$ cat src/rtl/sprite_pkg.sv
// Shared sprite constants for the coin render path: geometry, colour format,
// reserved ids and the transparency key.
package sprite_pkg;

    localparam int          SPR_W      = 16;
    localparam int          COLOR_W    = 12;
    localparam int          COORD_W    = 10;
    localparam int          ID_W       = 6;
    localparam logic [5:0]  NULL_ID    = 6'd63;
    localparam logic [5:0]  COIN1      = 6'd4;
    localparam logic [5:0]  COIN2      = 6'd5;
    localparam logic [5:0]  COIN3      = 6'd6;
    localparam logic [5:0]  COIN4      = 6'd7;
    localparam logic [11:0] TRANSP_KEY = 12'hF0F;

endpackage

$ cat src/rtl/sprite_rom.sv
// Sprite bitmap ROM, one registered read per clock, no reset on the data path.
// Contents are a built-in pattern computed from the address.
module sprite_rom #(
    parameter int                 NUM_SPRITES = 8,
    parameter int                 SPR_W       = 16,
    parameter int                 COLOR_W     = 12,
    parameter logic [COLOR_W-1:0] TRANSP_KEY  = 12'hF0F,
    parameter string              ROM_FILE    = "sprites.hex",
    parameter int                 AW          = 11
) (
    input  logic               clk,
    input  logic [AW-1:0]      addr,
    output logic [COLOR_W-1:0] data
);

    localparam int DEPTH = NUM_SPRITES * SPR_W * SPR_W;

    // Pattern: colour = {slot,row,col}; transparent where row and col agree mod 4.
    function automatic logic [COLOR_W-1:0] pattern(input logic [AW-1:0] a);
        logic [3:0] c, r, s;
        c = 4'(a % SPR_W);
        r = 4'((a / SPR_W) % SPR_W);
        s = 4'(a / (SPR_W * SPR_W));
        if (r[1:0] == c[1:0]) return TRANSP_KEY;
        return COLOR_W'({s, r, c});
    endfunction

    always_ff @(posedge clk) data <= pattern(addr);

endmodule

$ cat src/rtl/coin_sprite_render.sv
// Per-pixel coin sprite lookup: frame-shadowed id/position, box test, ROM read,
// transparency keying. Three-stage pipe, one pixel per clock, no stalls.
module coin_sprite_render
    import sprite_pkg::COORD_W;
    import sprite_pkg::ID_W;
    import sprite_pkg::NULL_ID;
#(
    parameter int                 SPR_W       = sprite_pkg::SPR_W,
    parameter int                 NUM_SPRITES = 8,
    parameter int                 COLOR_W     = sprite_pkg::COLOR_W,
    parameter logic [COLOR_W-1:0] TRANSP_KEY  = sprite_pkg::TRANSP_KEY,
    parameter string              ROM_FILE    = "sprites.hex"
) (
    input  logic               clk,
    input  logic               rstn,
    input  logic [ID_W-1:0]    id,
    input  logic [COORD_W-1:0] obj_x,
    input  logic [COORD_W-1:0] obj_y,
    input  logic               frame_start,
    input  logic               pix_valid,
    input  logic [COORD_W-1:0] pix_x,
    input  logic [COORD_W-1:0] pix_y,
    output logic               out_valid,
    output logic               out_hit,
    output logic [COLOR_W-1:0] out_color
);

    localparam int STAGES = 2;
    localparam int LW     = $clog2(SPR_W);
    localparam int SW     = (NUM_SPRITES > 1) ? $clog2(NUM_SPRITES) : 1;
    localparam int AW     = SW + 2 * LW;

    logic [ID_W-1:0]    sh_id;
    logic [COORD_W-1:0] sh_x, sh_y;

    always_ff @(posedge clk or negedge rstn) begin
        if (!rstn) begin
            sh_id <= NULL_ID;
            sh_x  <= '0;
            sh_y  <= '0;
        end else if (frame_start) begin
            sh_id <= id;
            sh_x  <= obj_x;
            sh_y  <= obj_y;
        end
    end

    // S0: offsets are 11-bit so a pixel left of/above the sprite goes negative
    // instead of wrapping onto a valid column.
    logic             active, in_box;
    logic [COORD_W:0] dx, dy;

    assign active = (sh_id != NULL_ID) && (32'(sh_id) < NUM_SPRITES);
    assign dx     = {1'b0, pix_x} - {1'b0, sh_x};
    assign dy     = {1'b0, pix_y} - {1'b0, sh_y};
    assign in_box = active && !dx[COORD_W] && !dy[COORD_W]
                    && (dx[COORD_W-1:0] < COORD_W'(SPR_W))
                    && (dy[COORD_W-1:0] < COORD_W'(SPR_W));

    logic [STAGES:0]   vld_pipe;
    logic [STAGES-1:0] box_pipe;
    logic [LW-1:0]     s0_dx, s0_dy;
    logic [SW-1:0]     s0_slot;
    logic [COLOR_W-1:0] rom_data;
    logic               hit_c;

    always_ff @(posedge clk or negedge rstn) begin
        if (!rstn) begin
            vld_pipe <= '0;
            box_pipe <= '0;
            s0_dx    <= '0;
            s0_dy    <= '0;
            s0_slot  <= '0;
        end else begin
            vld_pipe <= {vld_pipe[STAGES-1:0], pix_valid};
            box_pipe <= {box_pipe[0], in_box};
            s0_dx    <= dx[LW-1:0];
            s0_dy    <= dy[LW-1:0];
            s0_slot  <= sh_id[SW-1:0];
        end
    end

    // S1: ROM is read every cycle; invalid slots just carry don't-care pixels.
    sprite_rom #(
        .NUM_SPRITES(NUM_SPRITES),
        .SPR_W      (SPR_W),
        .COLOR_W    (COLOR_W),
        .TRANSP_KEY (TRANSP_KEY),
        .ROM_FILE   (ROM_FILE),
        .AW         (AW)
    ) u_rom (
        .clk (clk),
        .addr({s0_slot, s0_dy, s0_dx}),
        .data(rom_data)
    );

    // S2
    assign hit_c = box_pipe[1] && (rom_data != TRANSP_KEY);

    always_ff @(posedge clk or negedge rstn) begin
        if (!rstn) begin
            out_hit   <= 1'b0;
            out_color <= '0;
        end else begin
            out_hit   <= hit_c;
            out_color <= hit_c ? rom_data : '0;
        end
    end

    assign out_valid = vld_pipe[STAGES];

endmodule
$ cat config.mk
export PLATFORM = sky130hd
export DESIGN_NAME = coin_sprite_render
export DESIGN_NICKNAME = d
export VERILOG_FILES = /design/src/rtl/sprite_pkg.sv /design/src/rtl/sprite_rom.sv /design/src/rtl/coin_sprite_render.sv
export SDC_FILE = /design/constraint.sdc
export NUM_CORES = 1
export LEC_CHECK = 0
export BUFFER_PORTS_ARGS = -buffer_cell sky130_fd_sc_hd__buf_4
export CORE_MARGIN = 3
export CORE_UTILIZATION = 45
export CTS_CLUSTER_DIAMETER = 120
export DETAILED_ROUTE_END_ITERATION = 6
export GPL_TIMING_DRIVEN = 0
export PLACE_DENSITY = 0.74
export REMOVE_ABC_BUFFERS = 1
export SETUP_SLACK_MARGIN = 0.1
export SKIP_LAST_GASP = 1
export SYNTH_ARGS = -nofsm -noshare
export SYNTH_HDL_FRONTEND = slang
export SYNTH_SLANG_ARGS = --single-unit
$ cat constraint.sdc
create_clock -name clk -period 3.1 [get_ports clk]
set_clock_uncertainty 0.2 [all_clocks]
set_input_delay 0.465 -clock clk [delete_from_list [all_inputs] [get_ports clk]]
set_output_delay 0.465 -clock clk [all_outputs]
set_load 0.1 [all_outputs]
Word level (Yosys, flattened, before mapping)
Cells that the tools add are included.

storage, ports and cells
  register bits after elaboration = 67
  input port bits = 50
  output and inout bits = 14

operators by class
  add/subtract/negate cells = 2
  order comparisons = 3
  eq/ne operators = 3
  muxes and demuxes = 4
  reductions and logical operators = 8

operator list
  operator                                                               count
  12-bit 2-to-1 mux                                                      2
  10-bit by 10-bit subtractor with 11-bit output                         2
  10-bit by 5-bit < comparator with 1-bit output, second input constant  2
  12-bit != test, second input constant                                  1
  11-bit 2-to-1 mux                                                      1
  1-bit logical AND                                                      6
  6-bit by 4-bit < comparator with 1-bit output, second input constant   1
  6-bit != test, second input constant                                   1
  2-bit equality test                                                    1
  1-bit zero test                                                        2
  1-bit 2-to-1 mux                                                       1

Depth between registers and ports, before layout
  depth after elaboration = 6
  mapped depth = 11

Modules after synthesis
Synthesis repeated with hierarchy kept, for this count alone.

second synthesis, totals
  cells, all modules = 290
  area total of the unflattened synthesis = 3111.7 µm²

by module, submodules not included
  module              instances  cells an instance  area an instance (µm²)
  coin_sprite_render  1          262                2750.1
  sprite_rom          1          28                 361.6

Worst setup path after synthesis
No wires, ideal clock.

  path type = input to register
  start = input port pix_x[0]
  end = register box_pipe[0]
  library setup time = 0.096 ns
  arrival time = 2.223 ns
  data required time = 2.804 ns
  setup slack = 0.581 ns
  stages on the path = 10
  path buffers = 0
  cell sequence = inv_1 -> ha_1 -> inv_1 -> fa_1 -> a21o_1 -> a21oi_1 -> o21ai_0 -> a2111oi_0 -> a21oi_1 -> nor4_2

on the way
  cells in the longest elaborated chain, start to end = 6

RTL lines
  item                                                                                                    RTL line                  source
  from (decl)                                                                                             coin_sprite_render.sv:21  input logic [COORD_W-1:0] pix_x,
  10-bit by 10-bit subtractor with 11-bit output *                                                        coin_sprite_render.sv:54  assign dx = {1'b0, pix_x} - {1'b0, sh_x};
  parallel branches: the longest is 3 deep, another holds 10-bit by 5-bit < comparator with 1-bit output  n/a
  1-bit logical AND *                                                                                     coin_sprite_render.sv:57  && (dx[COORD_W-1:0] < COORD_W'(SPR_W))
  1-bit logical AND *                                                                                     coin_sprite_render.sv:58  && (dy[COORD_W-1:0] < COORD_W'(SPR_W));
  net in_box                                                                                              coin_sprite_render.sv:50  logic active, in_box;
  to (signal assigned)                                                                                    coin_sprite_render.sv:76  box_pipe <= {box_pipe[0], in_box};
  to (decl)                                                                                               coin_sprite_render.sv:61  logic [STAGES-1:0] box_pipe;

Mark *: on every way through the listed nets, which the timed path passes.
A chain may end at the register's enable or synchronous reset.

Final worst setup path
  start = register sh_y[0]
  end = register box_pipe[0]

on the way
  cells in the longest elaborated chain, start to end = 5

RTL lines
  item                                                                                                    RTL line                  source
  from (decl)                                                                                             coin_sprite_render.sv:34  logic [COORD_W-1:0] sh_x, sh_y;
  from (signal assigned)                                                                                  coin_sprite_render.sv:44  sh_y <= obj_y;
  10-bit by 10-bit subtractor with 11-bit output *                                                        coin_sprite_render.sv:55  assign dy = {1'b0, pix_y} - {1'b0, sh_y};
  parallel branches: the longest is 3 deep, another holds 10-bit by 5-bit < comparator with 1-bit output  n/a
  1-bit logical AND *                                                                                     coin_sprite_render.sv:58
  net in_box                                                                                              coin_sprite_render.sv:50

Marked as above.

==> results.yml <==
run_status:
  status: "finished, final reports clean"
clock_network:
  cts_setup_buffers: 0
  htreeDepth: 3
  cts.clk_slew.worst_paths_ns: 0.08
  cts_made_buffers: 9
  clock_latency_ns: 0.35
  clock_path_buffers: 2
  tritoncts: "done"
  cts_sinks: 67
  cts_root_buf: "clkbuf_8"
synth:
  ys_types: 54
  avgSynthCellArea_sq_um: 10.3
  syn-cell-area_sq_um: 3160
  yosysSeqAreaShare: 0.514
  ys_ff_latch: 67
  async_reset_ff_frac: 0.821
  synth_flop_cell: "dfrtp_1"
  synthCells: 306
  synth_edf_count: 0
  yosys_warnings: 0
timing:
  timing.final.hold_violations: 0
  hold_slack_ns: 0.0224
  fmax_ghz: 0.387
  rsz0062_at_grt: "no"
  fin_setup_tns_ns: 0
  final-setup-viol-count: 0
  min_period_over_period: 0.834
  maxSlewHeadroom: 0.551
  slew_violations: 0
  min_period_ns: 2.59
  worst_pin_slew_ns: 0.673
power_and_ir_drop:
  p_switching_mw: 0.620
  swShare: 0.270
  combinationalPowerShare: 0.195
  pwr-share-clk: 0.356
  p_int_mw: 1.67
  power.density_nw_per_um2: 581
  ir_drop_mv: 0.229
  p_leak_nw: 1.92
  p_seq_frac: 0.449
finish:
  drive_gt1_frac: 0.254
  layout.core_utilization: 0.601
  syn_to_final_growth_pct: 24.9
  multi_input_area_sq_um: 1380
  num-nets-final: 445
  nFillCells: 566
  antenna-diode-count: 0
  regArea_sq_um: 1620
place:
  place.gp.congestion: 0.770
  port_buffers: 63
  hpwl_mm: 4.19
worst_setup_path:
  crit_required_ns: 3.16
  cp.arrival_ns: 2.64
  path_max_fanout: 3
  crit_type: "reg -> reg"
  startpoint_type: "register"
  critPathCaptureType: "register"
route:
  drt-initial-drc-count: 49
  drcViolationCount: 0
  drt-pass1-iter-count: 4
  totalWireLength_mm: 5.76
  num_vias: 2340
  ant_nets: 0
  avgViaCountPerCell: 4.97
  wl_per_cell_um: 12.2
grt:
  grt_pass1_vias: 2340
  grt_start_max_net_pins: 56
  antenna_found_initial: 0
  groute.usage.overall: 0.150
  grt_first_pass_wirelength_mm: 9.91
  grt.overflow.total: 0
floorplanning:
  io_pins: 64
  fp.dieH_um: 89.8
  core_area_sq_um: 6570
  die_w_um: 89.8
  initial_core_util: 0.481
  rows: 29
  dieArea_sq_um: 8060
worst_hold_path:
  worstHoldPathType: "in -> reg"
run:
  max-cap-violations: 0
[critical path, stage by stage, from the launching register on]
cell and delay [ns]:
dfrtp_1 0.35, ha_1 0.14, inv_1 0.07, fa_1 0.41
a21oi_1 0.21, o21ai_1 0.14, a32o_1 0.26, nor4_1 0.20
o2111a_1 0.24, nand4_1 0.12, nor4_2 0.16
[layout make-up]
| class | count | share of cell area |
|---|---|---|
| timing repair buffer | 64 | 0.122 |
| tap | 93 | 0.0295 |
| clock buffer | 10 | 0.0349 |
| multi-input combinational | 201 | 0.351 |
| clock inverter | 6 | 0.0222 |
| sequential | 67 | 0.412 |
| inverter | 30 | 0.0285 |
[registers in the layout, summed over array words and instances (netlist names)]
signal / flops
s0_dy: 4
vld_pipe: 3
s0_slot: 3
u_rom.data: 12
box_pipe: 2
out_color: 12
out_hit: 1
sh_id: 6
s0_dx: 4
sh_x: 10
sh_y: 10
[cell usage after synthesis (2+ instances only)]
| master | count | area, sq um |
|---|---|---|
| inv_1 | 30 | 113 |
| and2_1 | 16 | 100 |
| nor2b_1 | 3 | 18.8 |
| nor2_1 | 16 | 60.1 |
| ha_1 | 20 | 250 |
| o31a_1 | 2 | 17.5 |
| nand2_1 | 30 | 113 |
| dfstp_2 | 6 | 158 |
| dfrtp_1 | 49 | 1230 |
| dfxtp_1 | 12 | 240 |
| nand2b_1 | 10 | 62.6 |
| mux2i_1 | 2 | 20.0 |
| or2b_1 | 2 | 15.0 |
| fa_1 | 2 | 40.0 |
| o21ai_1 | 2 | 10.0 |
| mux2_2 | 8 | 90.1 |
| nand3_1 | 5 | 25.0 |
| xor2_1 | 3 | 26.3 |
| nor3_1 | 3 | 15.0 |
| nand4b_1 | 2 | 17.5 |
| a21o_1 | 2 | 15.0 |
| a21oi_1 | 14 | 70.1 |
| clkbuf_1 | 5 | 18.8 |
| o21bai_1 | 2 | 15.0 |
| o21ai_0 | 29 | 145 |
| xnor2_1 | 3 | 26.3 |
[logic make-up (layout without fill, tap and decap cells)]
logic type / Yosys count / after routing / synth area share
simple gates: 97 / 97 / 0.165
flops: 67 / 67 / 0.514
compound gates: 65 / 65 / 0.126
buf+inv: 38 / 110 / 0.0479
fa+ha+maj: 22 / 22 / 0.0919
mux: 11 / 11 / 0.0384
xor+xnor: 6 / 6 / 0.0166
[through the flow]
step                worst slack [ns]  std cells  total power [mW]  cell area (sq um)
floorplan                      0.581        298              1.35               3120
global placement               0.267        454              1.48               3710
detailed placement             0.229        454              1.49               3710
CTS                            0.516        471              2.32               3950
global route                   0.222        471              2.43               3950
finish                         0.514        471              2.29               3950
[cell usage in the layout, fill, tap and decap left out, types with 2 or more instances in the layout]
cell / count
buf_4: 63
o21bai_1: 2
nand3_1: 5
nor2b_1: 3
nand4b_1: 2
xnor2_1: 3
nand2b_1: 10
nor2_1: 16
a21o_1: 2
dfxtp_1: 12
clkbuf_8: 10
nand2_1: 30
mux2_2: 8
ha_1: 20
dfstp_2: 6
fa_1: 2
o21ai_1: 2
o21ai_0: 29
clkinv_2: 2
mux2i_1: 2
o31a_1: 2
a21oi_1: 14
or2b_1: 2
inv_1: 30
nor3_1: 3
xor2_1: 3
dfrtp_1: 49
and2_1: 16
bufinv_16: 2
[path summary, 6_finish.rpt]
| kind | endpoint | cells past startpoint | start | slack (ns) |
|---|---|---|---|---|
| max in group asynchronous | sh_y[4] | 2 | rstn | 1.74 |
| max | box_pipe[0] | 10 | sh_y[0] | 0.51 |
| max reg2reg | box_pipe[0] | 10 | sh_y[0] | 0.51 |
| min | vld_pipe[0] | 1 | pix_valid | 0.02 |
| min reg2reg | vld_pipe[1] | 0 | vld_pipe[0] | 0.15 |
| min in group asynchronous | sh_y[8] | 2 | rstn | 0.50 |
[routing by layer]
| metal | up-vias | global-route usage | share of wire |
|---|---|---|---|
| met3 | 12 | 0.0359 | 0.047 |
| met2 | 60 | 0.258 | 0.50 |
| met4 | 0 | 0.0728 | 0.022 |
| met5 | - | 0 | 0 |
| li1 | 1178 | - | - |
| met1 | 1090 | 0.176 | 0.43 |
[power by group through the flow]
| stage | Combinational, mW | Clock [mW] | Sequential, mW |
|---|---|---|---|
| 2_1_floorplan | 0.305 | 0 | 1.04 |
| 3_3_place_gp | 0.432 | 0 | 1.04 |
| 3_5_place_dp | 0.444 | 0 | 1.05 |
| 4_1_cts | 0.449 | 0.838 | 1.03 |
| 5_1_grt | 0.510 | 0.875 | 1.04 |
| 6_report | 0.446 | 0.816 | 1.03 |
[repair_timing]
item,CTS,global route
hold buffers,1,0
gates resized for setup,0,0
endpoints found under the hold margin,49,0
No activity file was read; power rests on OpenSTA's default activity.
